==> config.mk <==
export PLATFORM = sky130hd
export DESIGN_NAME = vga_pixel_fetch
export DESIGN_NICKNAME = d
export VERILOG_FILES = /design/src/rtl/vga_pixel_fetch.sv
export SDC_FILE = /design/constraint.sdc
export NUM_CORES = 1
export LEC_CHECK = 0
export ABC_AREA = 1
export CAP_MARGIN = 20
export CORE_MARGIN = 3
export CORE_UTILIZATION = 31
export CTS_CLUSTER_DIAMETER = 50
export DETAILED_ROUTE_END_ITERATION = 16
export GPL_TIMING_DRIVEN = 0
export PLACE_DENSITY = 0.66
export SLEW_MARGIN = 5
export SYNTH_ARGS = -nofsm -noshare
export SYNTH_HDL_FRONTEND = slang
export SYNTH_SLANG_ARGS = --single-unit
==> constraint.sdc <==
create_clock -name pixel_clock -period 2 [get_ports pixel_clock]
set_clock_uncertainty 0.2 [all_clocks]
set_input_delay 0.2 -clock pixel_clock [delete_from_list [all_inputs] [get_ports pixel_clock]]
set_output_delay 0.2 -clock pixel_clock [all_outputs]
set_load 0.05 [all_outputs]
==> src/rtl/vga_pixel_fetch.sv <==
// Pixel fetch stage: pulls RGB565 words from the SDRAM read FIFO in step with the
// display timing and presents RGB888 pixels with the timing delayed to match.
module vga_pixel_fetch #(
    parameter int          H_ACTIVE      = 800,
    parameter logic [23:0] UNDERFLOW_RGB = 24'h000000
) (
    input  logic        pixel_clock,
    input  logic        reset_n,
    input  logic        in_hs,
    input  logic        in_vs,
    input  logic        in_blank,
    input  logic        in_de,
    output logic        fifo_rd_req,
    input  logic [15:0] fifo_rd_data,
    input  logic        fifo_empty,
    output logic        frame_sync,
    output logic        out_hs,
    output logic        out_vs,
    output logic        out_blank,
    output logic        out_de,
    output logic [23:0] out_rgb,
    output logic [15:0] underflow_cnt,
    output logic        frame_underflow,
    output logic        line_err
);

    localparam logic [1:0] SYNC_WAIT   = 2'd0;
    localparam logic [1:0] FRAME_START = 2'd1;
    localparam logic [1:0] ACTIVE      = 2'd2;

    // Wide enough to hold a count above H_ACTIVE so an over-long line still mismatches.
    localparam int                    LINE_CNT_W  = $clog2(H_ACTIVE + 2);
    localparam logic [LINE_CNT_W-1:0] LINE_TARGET = LINE_CNT_W'(H_ACTIVE);

    logic [1:0]            state;
    logic                  vs_d;
    logic                  vs_armed;
    logic                  vs_rise;
    logic                  is_active;
    logic                  underflow;
    logic                  de_fall;
    logic                  s1_hs;
    logic                  s1_vs;
    logic                  s1_blank;
    logic                  s1_de;
    logic                  s1_rd;
    logic                  s1_uf;
    logic [LINE_CNT_W-1:0] line_cnt;

    // vs_armed ensures a level that is already high at reset release is not taken as an edge.
    assign vs_rise     = in_vs & ~vs_d & vs_armed;
    assign is_active   = (state == ACTIVE);
    assign fifo_rd_req = in_de & is_active & ~fifo_empty & ~vs_rise;
    assign underflow   = in_de & is_active & (fifo_empty | vs_rise);
    assign frame_sync  = (state == FRAME_START);
    assign de_fall     = s1_de & ~in_de & is_active;

    always_ff @(posedge pixel_clock or negedge reset_n) begin
        if (!reset_n) begin
            state    <= SYNC_WAIT;
            vs_d     <= 1'b0;
            vs_armed <= 1'b0;
        end else begin
            vs_d     <= in_vs;
            vs_armed <= vs_armed | ~in_vs;
            case (state)
                SYNC_WAIT:   if (vs_rise) state <= FRAME_START;
                FRAME_START: state <= ACTIVE;
                ACTIVE:      if (vs_rise) state <= FRAME_START;
                default:     state <= SYNC_WAIT;
            endcase
        end
    end

    always_ff @(posedge pixel_clock or negedge reset_n) begin
        if (!reset_n) begin
            s1_hs     <= 1'b0;
            s1_vs     <= 1'b0;
            s1_blank  <= 1'b0;
            s1_de     <= 1'b0;
            s1_rd     <= 1'b0;
            s1_uf     <= 1'b0;
            out_hs    <= 1'b0;
            out_vs    <= 1'b0;
            out_blank <= 1'b0;
            out_de    <= 1'b0;
            out_rgb   <= 24'h000000;
        end else begin
            s1_hs     <= in_hs;
            s1_vs     <= in_vs;
            s1_blank  <= in_blank;
            s1_de     <= in_de;
            s1_rd     <= fifo_rd_req;
            s1_uf     <= underflow;
            out_hs    <= s1_hs;
            out_vs    <= s1_vs;
            out_blank <= s1_blank;
            out_de    <= s1_de;
            // The FIFO word arrives one cycle after the strobe, i.e. alongside stage 1.
            if (s1_rd)
                out_rgb <= {fifo_rd_data[15:11], fifo_rd_data[15:13],
                            fifo_rd_data[10:5],  fifo_rd_data[10:9],
                            fifo_rd_data[4:0],   fifo_rd_data[4:2]};
            else if (s1_uf)
                out_rgb <= UNDERFLOW_RGB;
            else
                out_rgb <= 24'h000000;
        end
    end

    always_ff @(posedge pixel_clock or negedge reset_n) begin
        if (!reset_n) begin
            underflow_cnt   <= 16'h0000;
            frame_underflow <= 1'b0;
            line_err        <= 1'b0;
            line_cnt        <= '0;
        end else begin
            if (underflow && underflow_cnt != 16'hFFFF)
                underflow_cnt <= underflow_cnt + 16'd1;

            if (underflow)
                frame_underflow <= 1'b1;
            else if (frame_sync)
                frame_underflow <= 1'b0;

            if (de_fall && line_cnt != LINE_TARGET)
                line_err <= 1'b1;
            else if (frame_sync)
                line_err <= 1'b0;

            // Saturate rather than wrap so a runaway line can never alias to a good count.
            if (frame_sync || de_fall)
                line_cnt <= '0;
            else if (in_de && is_active && line_cnt != '1)
                line_cnt <= line_cnt + 1'b1;
        end
    end

endmodule

# == After elaboration in Yosys (flattened, before gate mapping) ==
# Cells that the tools add are included.
# word_totals
regBits,64
ramBits,0
latchBits,0
out_inout_bits,48
input_bits,23
mem_bits_ro,0
n_memories,0
elab_cells,57
# classes
n_bitwise,15
div_mod_pow,0
order_cmp,0
n_mux,8
shifts,0
mul,0
reduce_logical,10
eq_ne,6
n_addsub,2
# op_table
op,count
24-bit 2-to-1 mux,1
10-bit 2-to-1 mux,2
10-bit != test (second input constant),2
16-bit by 1-bit adder with 16-bit output (second input constant),1
16-bit != test (second input constant),1
10-bit by 1-bit adder with 10-bit output (second input constant),1
1-bit bitwise AND,8
2-bit nonzero test,3
1-bit inverter,5
1-bit logical AND,4
2-bit case mux with 2 select lines,1
1-bit 2-to-1 mux,3
2-bit by 1-bit == test with 1-bit output (second input constant),1
2-bit == test (second input constant),1
2-bit logical NOT,1
2-bit 2-to-1 mux,1
2-bit by 1-bit != test with 1-bit output (second input constant),1
1-bit OR,2
2-bit OR reduction,1
1-bit logical OR,1

# == Longest topological paths before layout ==
# depth
word_depth,6
depth_mapped,10
mapped_depth_nobuf,9

# == Worst setup path after synthesis ==
# Ideal clock, no wire load.
# synth_path
path_type,register to register
start,register underflow_cnt[0]
end,register underflow_cnt[6]
slack_ps,-4
arrival_ps,1685
stages_incl_launch_ff,10
period_less_slack_ps,2004
required_ps,1682
path_cell_list,dfrtp_1 > ha_1 > nand3_2 > inv_2 > nand3_4 > nor2_2 > nor2_4 > buf_6 > nand2_1 > nand2_1
# synth_between
elab_chain_cells,2
elab_cells_between_ends,3
classes_between,add/sub: 1; eq/ne: 1; reduce/logical: 1
# synth_lines
element,line_no,source
start: declaration,22,"output logic [15:0] underflow_cnt,"
start signal: assignment,119,underflow_cnt <= underflow_cnt + 16'd1;
"parallel branches: the longest is 2 deep, another holds 16-bit by 1-bit adder with 16-bit output",--,
# Several ways; the timed one is not identified.
# A chain may end at the register's enable or synchronous reset.

# == Final worst setup path ==
# layout_path
start,register out_rgb[6]
end,output out_rgb[6]
# layout_lines
element,line_no,source
start: declaration,21,"output logic [23:0] out_rgb,"
start signal: assignment,101,"out_rgb <= {fifo_rd_data[15:11], fifo_rd_data[15:13],"
# No word-level cell between the ends.

==> reports/qor.yml <==
outcome:
  status: "complete, no violations"
route:
  viasPerCell: 4.36
  vias: 2243
  wl_um: 6060
  drc: 0
  first_pass_iters: 4
  wl_per_cell_um: 11.8
  drt_iter0_markers: 153
  ant_nets: 0
global_routing:
  grt_pass1_vias: 2157
  grt_max_degree: 36
  grtUsageTotal: 0.129
  grt_pass1_wl_um: 10200
  antenna_found_initial: 0
  gr-total-overflow: 0
placement:
  place_area_sq_um: 3540
  dp_hpwl_um: 4600
  io_buffers: 70
  routabilityCongestion: 0.854
clock_tree:
  root_buffer: "clkbuf_8"
  clockBufferDepth: 2
  cts_setup_buffers: 0
  htree_num_levels: 2
  cts-buffers-inserted: 5
  clk_latency_ns: 0.32
  clk_pin_slew_ns: 0.09
  cts_tree: "yes"
  cts.sinks: 56
final_layout:
  nets: 434
  antennaDiodeCount: 0
  regArea_sq_um: 1400
  drive_gt1_frac: 0.103
  fin_util: 0.441
  finalInstanceArea_sq_um: 3660
  area_delta_synth_final_pct: 36.0
  fill_cells: 824
  multi_input_area_sq_um: 1030
sta:
  tightest_slew_ns: 0.529
  maxSlewViolCount: 0
  period_share: 0.972
  max_freq_mhz: 515
  relSlewSlack: 0.646
  rsz0062_at_grt: "false"
  setup_violations: 0
  fin_crit_ns: 1.94
  hold_viol: 0
setup_path:
  cp-end-kind: "output pin"
  required_ns: 1.60
  critPathKind: "register to output pin"
  critPathMaxFanout: 2
  startpoint_type: "register"
  crit_arrival_ns: 1.54
power:
  p_per_area_nw_per_um2: 716
  peakVddDrop_mv: 0.711
  p_leak_nw: 2.00
floorplanning:
  die_x_um: 99.1
  rows: 33
  die_area_sq_um: 9830
  ios: 71
  coreArea_sq_um: 8300
  start_util: 0.324
  die_h_um: 99.1
synthesis:
  synthesis.nets: 355
  synth_area_sq_um: 2690
  synth.avg_cell_area_sq_um: 8.17
  synth-seq-area-share: 0.521
  yosysUniqueCellTypes: 28
  ys_seq_elements: 56
  yosys_warnings: 0
  syn-instance-count: 329
worst_hold_path:
  hp-class: "input port to register"
run:
  drv_cap: 0
-- kinds of logic after synthesis --
kind of cell | after synthesis | synth area share
DFF | 56 | 0.521
xor gates and xnor gates | 9 | 0.0293
AOI/OAI and AO/OA | 16 | 0.0354
adders and majority gates | 3 | 0.0140
and+or+nand+nor | 188 | 0.303
buffers and inverters | 57 | 0.0968
-- Yosys cell counts --
cell type	number	area, sq um
nand2_1	117	439
dfrtp_1	56	1400
inv_1	40	150
nor2_1	28	105
nand3_1	22	110
buf_4	8	60.1
o21ai_1	6	30.0
nand4_1	5	31.3
o21ai_0	5	25.0
xor2_1	5	43.8
inv_2	4	15.0
nand2_2	4	25.0
nor2_2	4	25.0
xnor2_1	4	35.0
ha_1	3	37.5
nor2_4	3	33.8
a21oi_1	2	10.0
buf_6	2	22.5
clkbuf_1	2	7.51
clkinv_2	1	5.00
nand3_2	1	10.0
nand3_4	1	17.5
nand3b_1	1	7.51
nor3_1	1	5.00
o21ai_4	1	16.3
o21bai_1	1	7.51
o22ai_1	1	6.26
or2_2	1	6.26
-- per-stage QoR --
stage                     worst slack, ns  total power, mW  setup TNS [ns]  cells  hold WS [ns]
after floorplan                    0.0257             1.73               0    329        -0.296
after global placement              -1.49             1.98          -71.85    504         0.134
after detailed placement           -0.454             1.99          -0.454    505       0.00884
after CTS                         0.00129             2.66               0    514         0.111
after global routing             0.000445             2.77               0    514         0.104
final                              0.0567             2.62               0    514         0.117
-- layout make-up --
| class | count | share of cell area |
|---|---|---|
| Timing Repair Buffer | 72 | 0.199 |
| Tap cell | 105 | 0.0359 |
| Inverter | 45 | 0.0465 |
| Sequential cell | 56 | 0.384 |
| Clock buffer | 8 | 0.0274 |
| Multi-Input combinational cell | 216 | 0.283 |
| Buffer | 12 | 0.0246 |
-- state kept, by name (all words and copies together) (netlist names) --
name	cells
line_err	1
s1_de	1
s1_rd	1
out_vs	1
line_cnt	10
frame_underflow	1
s1_hs	1
out_blank	1
out_hs	1
underflow_cnt	16
state	2
vs_armed	1
s1_vs	1
out_rgb	16
out_de	1
s1_blank	1
-- worst max-delay path, cell delays in order, from the launching register on --
cell	delay [ns]
dfrtp_1	0.35
buf_4	0.10
clkdlybuf4s50_1	0.78
-- layout by cell type, fill, tap and decap left out, types with 4 or more instances in the layout --
| master | Yosys | final |
|---|---|---|
| nand4_1 | 5 | 5 |
| o21ai_1 | 6 | 6 |
| nor2_4 | 3 | 4 |
| clkdlybuf4s50_1 | 0 | 44 |
| xor2_1 | 5 | 5 |
| nor2_1 | 28 | 27 |
| dlygate4sd2_1 | 0 | 16 |
| nand2_1 | 117 | 117 |
| dlymetal6s2s_1 | 0 | 8 |
| inv_1 | 40 | 40 |
| o21ai_0 | 5 | 5 |
| inv_2 | 4 | 4 |
| nor2_2 | 4 | 4 |
| xnor2_1 | 4 | 4 |
| clkbuf_8 | 0 | 7 |
| dfrtp_1 | 56 | 55 |
| nand3_1 | 22 | 22 |
| buf_4 | 8 | 8 |
| nand2_2 | 4 | 4 |
-- report_power, final --
part           leakage (nW)  switching, mW  internal (mW)  total, mW
Combinational          1.21          0.427          0.211      0.639
Sequential            0.745         0.0885           1.22       1.30
Clock                0.0515          0.359          0.317      0.676
Total                  2.00          0.875           1.74       2.62
-- path summary, 6_finish.rpt --
path                            depth (start not counted)  slack [ns]              from          endpoint
worst max-delay path                                    2        0.06        out_rgb[6]        out_rgb[6]
worst min-delay path                                    1        0.12          in_blank          s1_blank
worst max register to register                          8        0.20  underflow_cnt[0]  underflow_cnt[7]
worst min register to register                          0        0.16          s1_blank         out_blank
max in group asynchronous                               3        0.85           reset_n       line_cnt[8]
min in group asynchronous                               2        0.19           reset_n            out_de
-- per-layer routing --
layer  vias to the layer above  part of all wire  global-route usage
met1                      1011              0.44               0.171
li1                       1153                 -                   -
met4                         0             0.013              0.0347
met2                        74              0.45               0.203
met3                         5             0.094              0.0428
met5                         -                 0                   0
-- timing repair --
item | 4_1_cts | 5_1_grt
hold buffers | 1 | 0
resized for setup | 22 | 11
setup endpoints to repair | 17 | 9
endpoints found under the hold margin | 21 | 0
Power figures use the tool's default switching activity.
